--- src/rtl/mem_access_pkg.sv ---
// Shared definitions for the memory-stage access unit: op codes, bus widths,
// the fetch bubble instruction, UART register addresses and FSM encodings.
package mem_access_pkg;

    localparam int DATA_W     = 16;
    localparam int RAM_ADDR_W = 18;

    localparam logic [1:0] MEM_OP_NOP   = 2'd0;
    localparam logic [1:0] MEM_OP_READ  = 2'd1;
    localparam logic [1:0] MEM_OP_WRITE = 2'd2;

    localparam logic [DATA_W-1:0] INST_NOP = 16'h0800;

    // Everything below this address is SRAM; the BFxx page is I/O space.
    localparam logic [DATA_W-1:0] SRAM_LIMIT          = 16'hBF00;
    localparam logic [DATA_W-1:0] UART_DATA_ADDR_DEF  = 16'hBF00;
    localparam logic [DATA_W-1:0] UART_STAT_ADDR_DEF  = 16'hBF01;

    // One-hot state bits, so strobes can be taken straight off a flop.
    localparam int MEMST_IDLE_BIT     = 0;
    localparam int MEMST_RD_BIT       = 1;
    localparam int MEMST_WR_SETUP_BIT = 2;
    localparam int MEMST_WR_PULSE_BIT = 3;
    localparam int MEMST_WR_HOLD_BIT  = 4;
    localparam int MEMST_DONE_BIT     = 5;

    typedef enum logic [5:0] {
        MEMST_IDLE     = 6'b000001,
        MEMST_RD       = 6'b000010,
        MEMST_WR_SETUP = 6'b000100,
        MEMST_WR_PULSE = 6'b001000,
        MEMST_WR_HOLD  = 6'b010000,
        MEMST_DONE     = 6'b100000
    } memst_e;

    typedef enum logic [1:0] {
        REGION_SRAM,
        REGION_UART_DATA,
        REGION_UART_STAT,
        REGION_UNMAPPED
    } region_e;

    function automatic logic [RAM_ADDR_W-1:0] to_ram_addr(input logic [DATA_W-1:0] a);
        return {2'b00, a};
    endfunction

endpackage

--- src/rtl/mem_access_mmio_decode.sv ---
// Classifies a data address as SRAM, UART data, UART status or unmapped I/O.
module mmio_decode
    import mem_access_pkg::*;
#(
    parameter logic [DATA_W-1:0] UART_DATA_ADDR = UART_DATA_ADDR_DEF,
    parameter logic [DATA_W-1:0] UART_STAT_ADDR = UART_STAT_ADDR_DEF
)(
    input  logic [DATA_W-1:0] addr_i,
    output region_e           region_o
);

    // UART registers take priority so a relocated UART can never alias SRAM.
    always_comb begin
        region_o = REGION_UNMAPPED;
        if (addr_i == UART_DATA_ADDR) begin
            region_o = REGION_UART_DATA;
        end else if (addr_i == UART_STAT_ADDR) begin
            region_o = REGION_UART_STAT;
        end else if (addr_i < SRAM_LIMIT) begin
            region_o = REGION_SRAM;
        end
    end

endmodule

--- src/rtl/mem_access.sv ---
// Memory-stage access unit: arbitrates the shared asynchronous SRAM between
// instruction fetch and load/store, sequences the write strobe, and serves
// the memory-mapped UART. Stalls the pipeline while an access is in flight.
module mem_access
    import mem_access_pkg::*;
#(
    parameter int                WR_CYCLES      = 2,
    parameter logic [DATA_W-1:0] UART_DATA_ADDR = UART_DATA_ADDR_DEF,
    parameter logic [DATA_W-1:0] UART_STAT_ADDR = UART_STAT_ADDR_DEF
)(
    input  logic                  clk,
    input  logic                  rst,
    input  logic [1:0]            mem_op,
    input  logic [DATA_W-1:0]     mem_addr,
    input  logic [DATA_W-1:0]     mem_wdata,
    input  logic [DATA_W-1:0]     if_addr,
    output logic [DATA_W-1:0]     if_inst,
    output logic [DATA_W-1:0]     mem_rdata,
    output logic                  stall_req,
    output logic [RAM_ADDR_W-1:0] ram_addr,
    output logic [DATA_W-1:0]     ram_dout,
    input  logic [DATA_W-1:0]     ram_din,
    output logic                  ram_dq_oe,
    output logic                  ram_ce_n,
    output logic                  ram_oe_n,
    output logic                  ram_we_n,
    output logic [7:0]            uart_tx_data,
    output logic                  uart_tx_valid,
    input  logic                  uart_tx_ready,
    input  logic [7:0]            uart_rx_data,
    input  logic                  uart_rx_valid,
    output logic                  uart_rx_ack
);

    localparam int CntW = (WR_CYCLES > 1) ? $clog2(WR_CYCLES) : 1;

    memst_e              state_q, state_d;
    logic [CntW-1:0]     cnt_q, cnt_d;
    logic [DATA_W-1:0]   rd_q, rd_d;
    logic [DATA_W-1:0]   waddr_q, waddr_d;
    logic [DATA_W-1:0]   wdata_q, wdata_d;

    region_e region;
    logic    is_read;
    logic    is_write;

    mmio_decode #(
        .UART_DATA_ADDR (UART_DATA_ADDR),
        .UART_STAT_ADDR (UART_STAT_ADDR)
    ) u_decode (
        .addr_i   (mem_addr),
        .region_o (region)
    );

    assign is_read  = (mem_op == MEM_OP_READ);
    assign is_write = (mem_op == MEM_OP_WRITE);

    // Strobes come straight off state flops so they cannot glitch, and the
    // async reset releases we_n without needing a clock edge.
    assign ram_we_n     = ~state_q[MEMST_WR_PULSE_BIT];
    assign ram_dq_oe    = state_q[MEMST_WR_SETUP_BIT] | state_q[MEMST_WR_PULSE_BIT]
                        | state_q[MEMST_WR_HOLD_BIT];
    assign ram_dout     = wdata_q;
    assign uart_tx_data = mem_wdata[7:0];

    // State, pulse counter, captured load data and latched store address/data.
    always_ff @(posedge clk or negedge rst) begin
        if (!rst) begin
            state_q <= MEMST_IDLE;
            cnt_q   <= '0;
            rd_q    <= '0;
            waddr_q <= '0;
            wdata_q <= '0;
        end else begin
            state_q <= state_d;
            cnt_q   <= cnt_d;
            rd_q    <= rd_d;
            waddr_q <= waddr_d;
            wdata_q <= wdata_d;
        end
    end

    // Next-state and SRAM/UART/pipeline outputs; fetch owns the SRAM by default.
    always_comb begin
        state_d       = state_q;
        cnt_d         = cnt_q;
        rd_d          = rd_q;
        waddr_d       = waddr_q;
        wdata_d       = wdata_q;
        ram_addr      = to_ram_addr(if_addr);
        ram_ce_n      = 1'b0;
        ram_oe_n      = 1'b0;
        if_inst       = ram_din;
        mem_rdata     = '0;
        stall_req     = 1'b0;
        uart_tx_valid = 1'b0;
        uart_rx_ack   = 1'b0;

        unique case (state_q)
            MEMST_IDLE: begin
                if (is_read && region == REGION_SRAM) begin
                    ram_addr  = to_ram_addr(mem_addr);
                    if_inst   = INST_NOP;
                    stall_req = 1'b1;
                    rd_d      = ram_din;
                    state_d   = MEMST_RD;
                end else if (is_write && region == REGION_SRAM) begin
                    ram_addr  = to_ram_addr(mem_addr);
                    ram_oe_n  = 1'b1;
                    if_inst   = INST_NOP;
                    stall_req = 1'b1;
                    waddr_d   = mem_addr;
                    wdata_d   = mem_wdata;
                    state_d   = MEMST_WR_SETUP;
                end else if (is_read) begin
                    if (region == REGION_UART_DATA) begin
                        mem_rdata   = {8'h00, uart_rx_data};
                        uart_rx_ack = uart_rx_valid;
                    end else if (region == REGION_UART_STAT) begin
                        mem_rdata = {14'b0, uart_rx_valid, uart_tx_ready};
                    end
                end else if (is_write && region == REGION_UART_DATA) begin
                    if (uart_tx_ready) begin
                        uart_tx_valid = 1'b1;
                    end else begin
                        stall_req = 1'b1;
                    end
                end
            end
            MEMST_RD: begin
                mem_rdata = rd_q;
                state_d   = MEMST_IDLE;
            end
            MEMST_WR_SETUP: begin
                ram_addr  = to_ram_addr(waddr_q);
                ram_oe_n  = 1'b1;
                if_inst   = INST_NOP;
                stall_req = 1'b1;
                cnt_d     = CntW'(WR_CYCLES - 1);
                state_d   = MEMST_WR_PULSE;
            end
            MEMST_WR_PULSE: begin
                ram_addr  = to_ram_addr(waddr_q);
                ram_oe_n  = 1'b1;
                if_inst   = INST_NOP;
                stall_req = 1'b1;
                if (cnt_q == '0) begin
                    state_d = MEMST_WR_HOLD;
                end else begin
                    cnt_d = cnt_q - CntW'(1);
                end
            end
            MEMST_WR_HOLD: begin
                ram_addr  = to_ram_addr(waddr_q);
                ram_oe_n  = 1'b1;
                if_inst   = INST_NOP;
                stall_req = 1'b1;
                state_d   = MEMST_DONE;
            end
            MEMST_DONE: begin
                state_d = MEMST_IDLE;
            end
            default: begin
                state_d = MEMST_IDLE;
            end
        endcase

        // While reset is held the SRAM is deselected and the pipeline sees a bubble.
        if (!rst) begin
            ram_ce_n      = 1'b1;
            ram_oe_n      = 1'b1;
            if_inst       = INST_NOP;
            stall_req     = 1'b0;
            uart_tx_valid = 1'b0;
            uart_rx_ack   = 1'b0;
        end
    end

endmodule
--- config.mk ---
export PLATFORM = sky130hd
export DESIGN_NAME = mem_access
export DESIGN_NICKNAME = d
export VERILOG_FILES = /design/src/rtl/mem_access_pkg.sv /design/src/rtl/mem_access_mmio_decode.sv /design/src/rtl/mem_access.sv
export SDC_FILE = /design/constraint.sdc
export NUM_CORES = 1
export LEC_CHECK = 0
export BUFFER_PORTS_ARGS = -buffer_cell sky130_fd_sc_hd__buf_2
export CORE_MARGIN = 4
export CORE_UTILIZATION = 49
export DETAILED_ROUTE_END_ITERATION = 6
export PLACE_DENSITY = 0.95
export SYNTH_ARGS = -nofsm -noshare
export SYNTH_HDL_FRONTEND = slang
export SYNTH_SLANG_ARGS = --single-unit
--- constraint.sdc ---
create_clock -name clk -period 4.08 [get_ports clk]
set_input_delay 0.612 -clock clk [delete_from_list [all_inputs] [get_ports clk]]
set_output_delay 0.612 -clock clk [all_outputs]
set_load 0.05 [all_outputs]
==> reports/results.tsv <==
metric	value	unit
met2_usage	0.378	
synth_top_area_cell	dfrtp_1	
finalSetupTns	0	ps
synth_cell_types	41	
wl_per_cell	16.8	um
clkSinkCount	55	
worst_slack	358	ps
path_clk_slew	100	ps
nNetsFinal	467	
post_cts_resized	0	
postCtsHoldBufs	0	
dp_cells	457	
slew_viol_final	0	
swShare	0.428	
rsz0062_at_grt	false	
dp_slack	701	ps
endpoint_kind	primary output	
grt_remaining_overflow	0	
tightest_slew	1240	ps
cts-htree-levels	2	
clk_latency	310	ps
setup_violations	0	
grt_pass1_wl	12.2	mm
synth-seq-cells	55	
cts_buffers	5	
pwr-share-seq	0.368	
fin_cells	465	
grt_antenna_before_repair	0	
synth_cells	249	
ir_drop	0.000302	V
fill_cells	467	
die-area	7530	sq um
port_buffers	156	
synth_edf_count	0	
ios	159	
avgSynthCellArea	12.2	sq um
p_per_area	611	nW/um^2
synth_top_area_share	0.445	
gp_congestion	0.816	
rows	28	
pwr-share-comb	0.474	
grt.met1_usage	0.231	
slew_headroom	0.171	
regArea	1380	sq um
switchingPower	1010	uW
busiest_layer	met2	
layout_commonest_cell	buf_2	
avgViaCountPerCell	5.37	
synth_seq_area_share	0.453	
grt_pass1_vias	2668	
start_kind	flip-flop	
multiInputGateArea	1460	sq um
route.detailed.drc	0	
synthArstFlopShare	1.00	
die_width	86.8	um
worstPathArrival	3110	ps
min_path_type	in -> async	
fin_crit_sh	0.912	
fin_crit	3720	ps
drt_wl_total	7.83	mm
dpl.hpwl	5.94	mm
syn_to_final_growth	27.5	%
gr-usage-met3	0.0352	
grt_start_max_net_pins	41	
skew	15.1	ps
final_cell_mix	buf_2 (156), dfrtp_1 (54), mux2_4 (28), a22o_1 (22), mux2_2 (20)	
hold_viol_final	0	
cp_max_fo	33	
cts_tree	built	
grt_util_all_layers	0.203	
initial_core_util	0.510	
drt-pass1-iter-count	4	
utilization	0.651	
vias	2497	
fmax	0.269	GHz
finalPower	2370	uW
p_leak	0.00224	uW
critPathKind	reg -> out	
core-area	5960	sq um
p_clk_frac	0.157	
layout-drive-gt1-share	0.569	
required	3470	ps
synth_area_leaders	dfrtp_1 (44%), mux2_4 (14%), mux2_2 (7.4%)	
cts_buffer_depth	2	
yosysWarnings	0	
final_antenna_net_count	0	
post_cts_buffers	0	
run_status	finished, final reports clean	
p_int	1350	uW
synthFlopType	dfrtp_1	
drv_cap	0	
drt-initial-drc-count	102	
antenna_cells	0	
root_buffer	clkbuf_8	
netlist_area	3040	sq um
die_h	86.8	um
-- final cells by class --
cell class / instances / share of cell area
multi-input cells: 162 / 0.377
flip-flops and latches: 55 / 0.355
repair buffers: 159 / 0.207
well taps: 75 / 0.0242
clock buffers: 5 / 0.0178
clock inverters: 3 / 0.0123
inverters: 6 / 0.00581
-- power groups by stage --
| stage | clock (uW) | combinational, uW | sequential (uW) |
|---|---|---|---|
| after CTS | 380 | 1130 | 871 |
| final | 373 | 1120 | 873 |
| after detailed placement | 0 | 1130 | 880 |
| after global routing | 414 | 1180 | 897 |
| after global placement | 0 | 1110 | 862 |
| after floorplan | 0 | 659 | 1090 |
-- state kept, by name, summed over array words and instances (netlist names) --
register  flops
ram_dout     16
waddr_q      16
state_q       6
cnt_q         1
rd_q         16
-- metal layers --
metal  vias up  wire length, um  part of all wire
met2       107             4250              0.54
met3        10              538             0.069
met1      1209             2960              0.38
met5         -                0                 0
li1       1171                -                 -
met4         0               81             0.010
-- path summary, 6_finish.rpt --
path	end	start	depth (start not counted)	slack, ps
worst max-delay path	if_inst[10]	state_q[3]	5	360
worst min-delay path	rd_q[6]	rst	1	300
worst max register to register	state_q[0]	state_q[3]	3	1640
worst min register to register	state_q[4]	cnt_q	1	490
max in group asynchronous	state_q[0]	rst	2	2840
min in group clk	state_q[4]	cnt_q	1	490
-- metrics by stage --
stage,hold WS [ps],area (sq um)
after detailed placement,474,3760
after global routing,322,3880
after floorplan,316,3040
after global placement,451,3760
final,305,3880
after CTS,314,3880
-- cells by family (layout without fill, tap and decap cells) --
kind of cell / count (synthesis) / count (layout) / share of synthesized area
compound gates: 48 / 48 / 0.135
xor+xnor: 2 / 2 / 0.00576
buf+inv: 33 / 173 / 0.0667
flops: 55 / 55 / 0.453
mux: 50 / 50 / 0.219
other cells: 1 / 2 / 0.00123
simple gates: 60 / 60 / 0.119
-- critical path: stages, from the launching register on --
cell     delay [ps]
dfrtp_1         500
xor2_1          210
o211a_1         470
nor2_2         1060
and3_1          290
buf_2           280
-- synth_stat cells, drive strengths merged (2+ instances only) --
| cell type | n |
|---|---|
| a22o | 22 |
| and3 | 18 |
| mux2i | 2 |
| buf | 22 |
| clkbuf | 5 |
| nand3 | 2 |
| and2 | 8 |
| nand2 | 7 |
| a21o | 16 |
| o21ai | 4 |
| mux2 | 48 |
| nor3 | 4 |
| inv | 6 |
| or4 | 2 |
| o211a | 2 |
| xor2 | 2 |
| dfrtp | 54 |
| nor2 | 9 |
(Power assumes the default switching activity.)
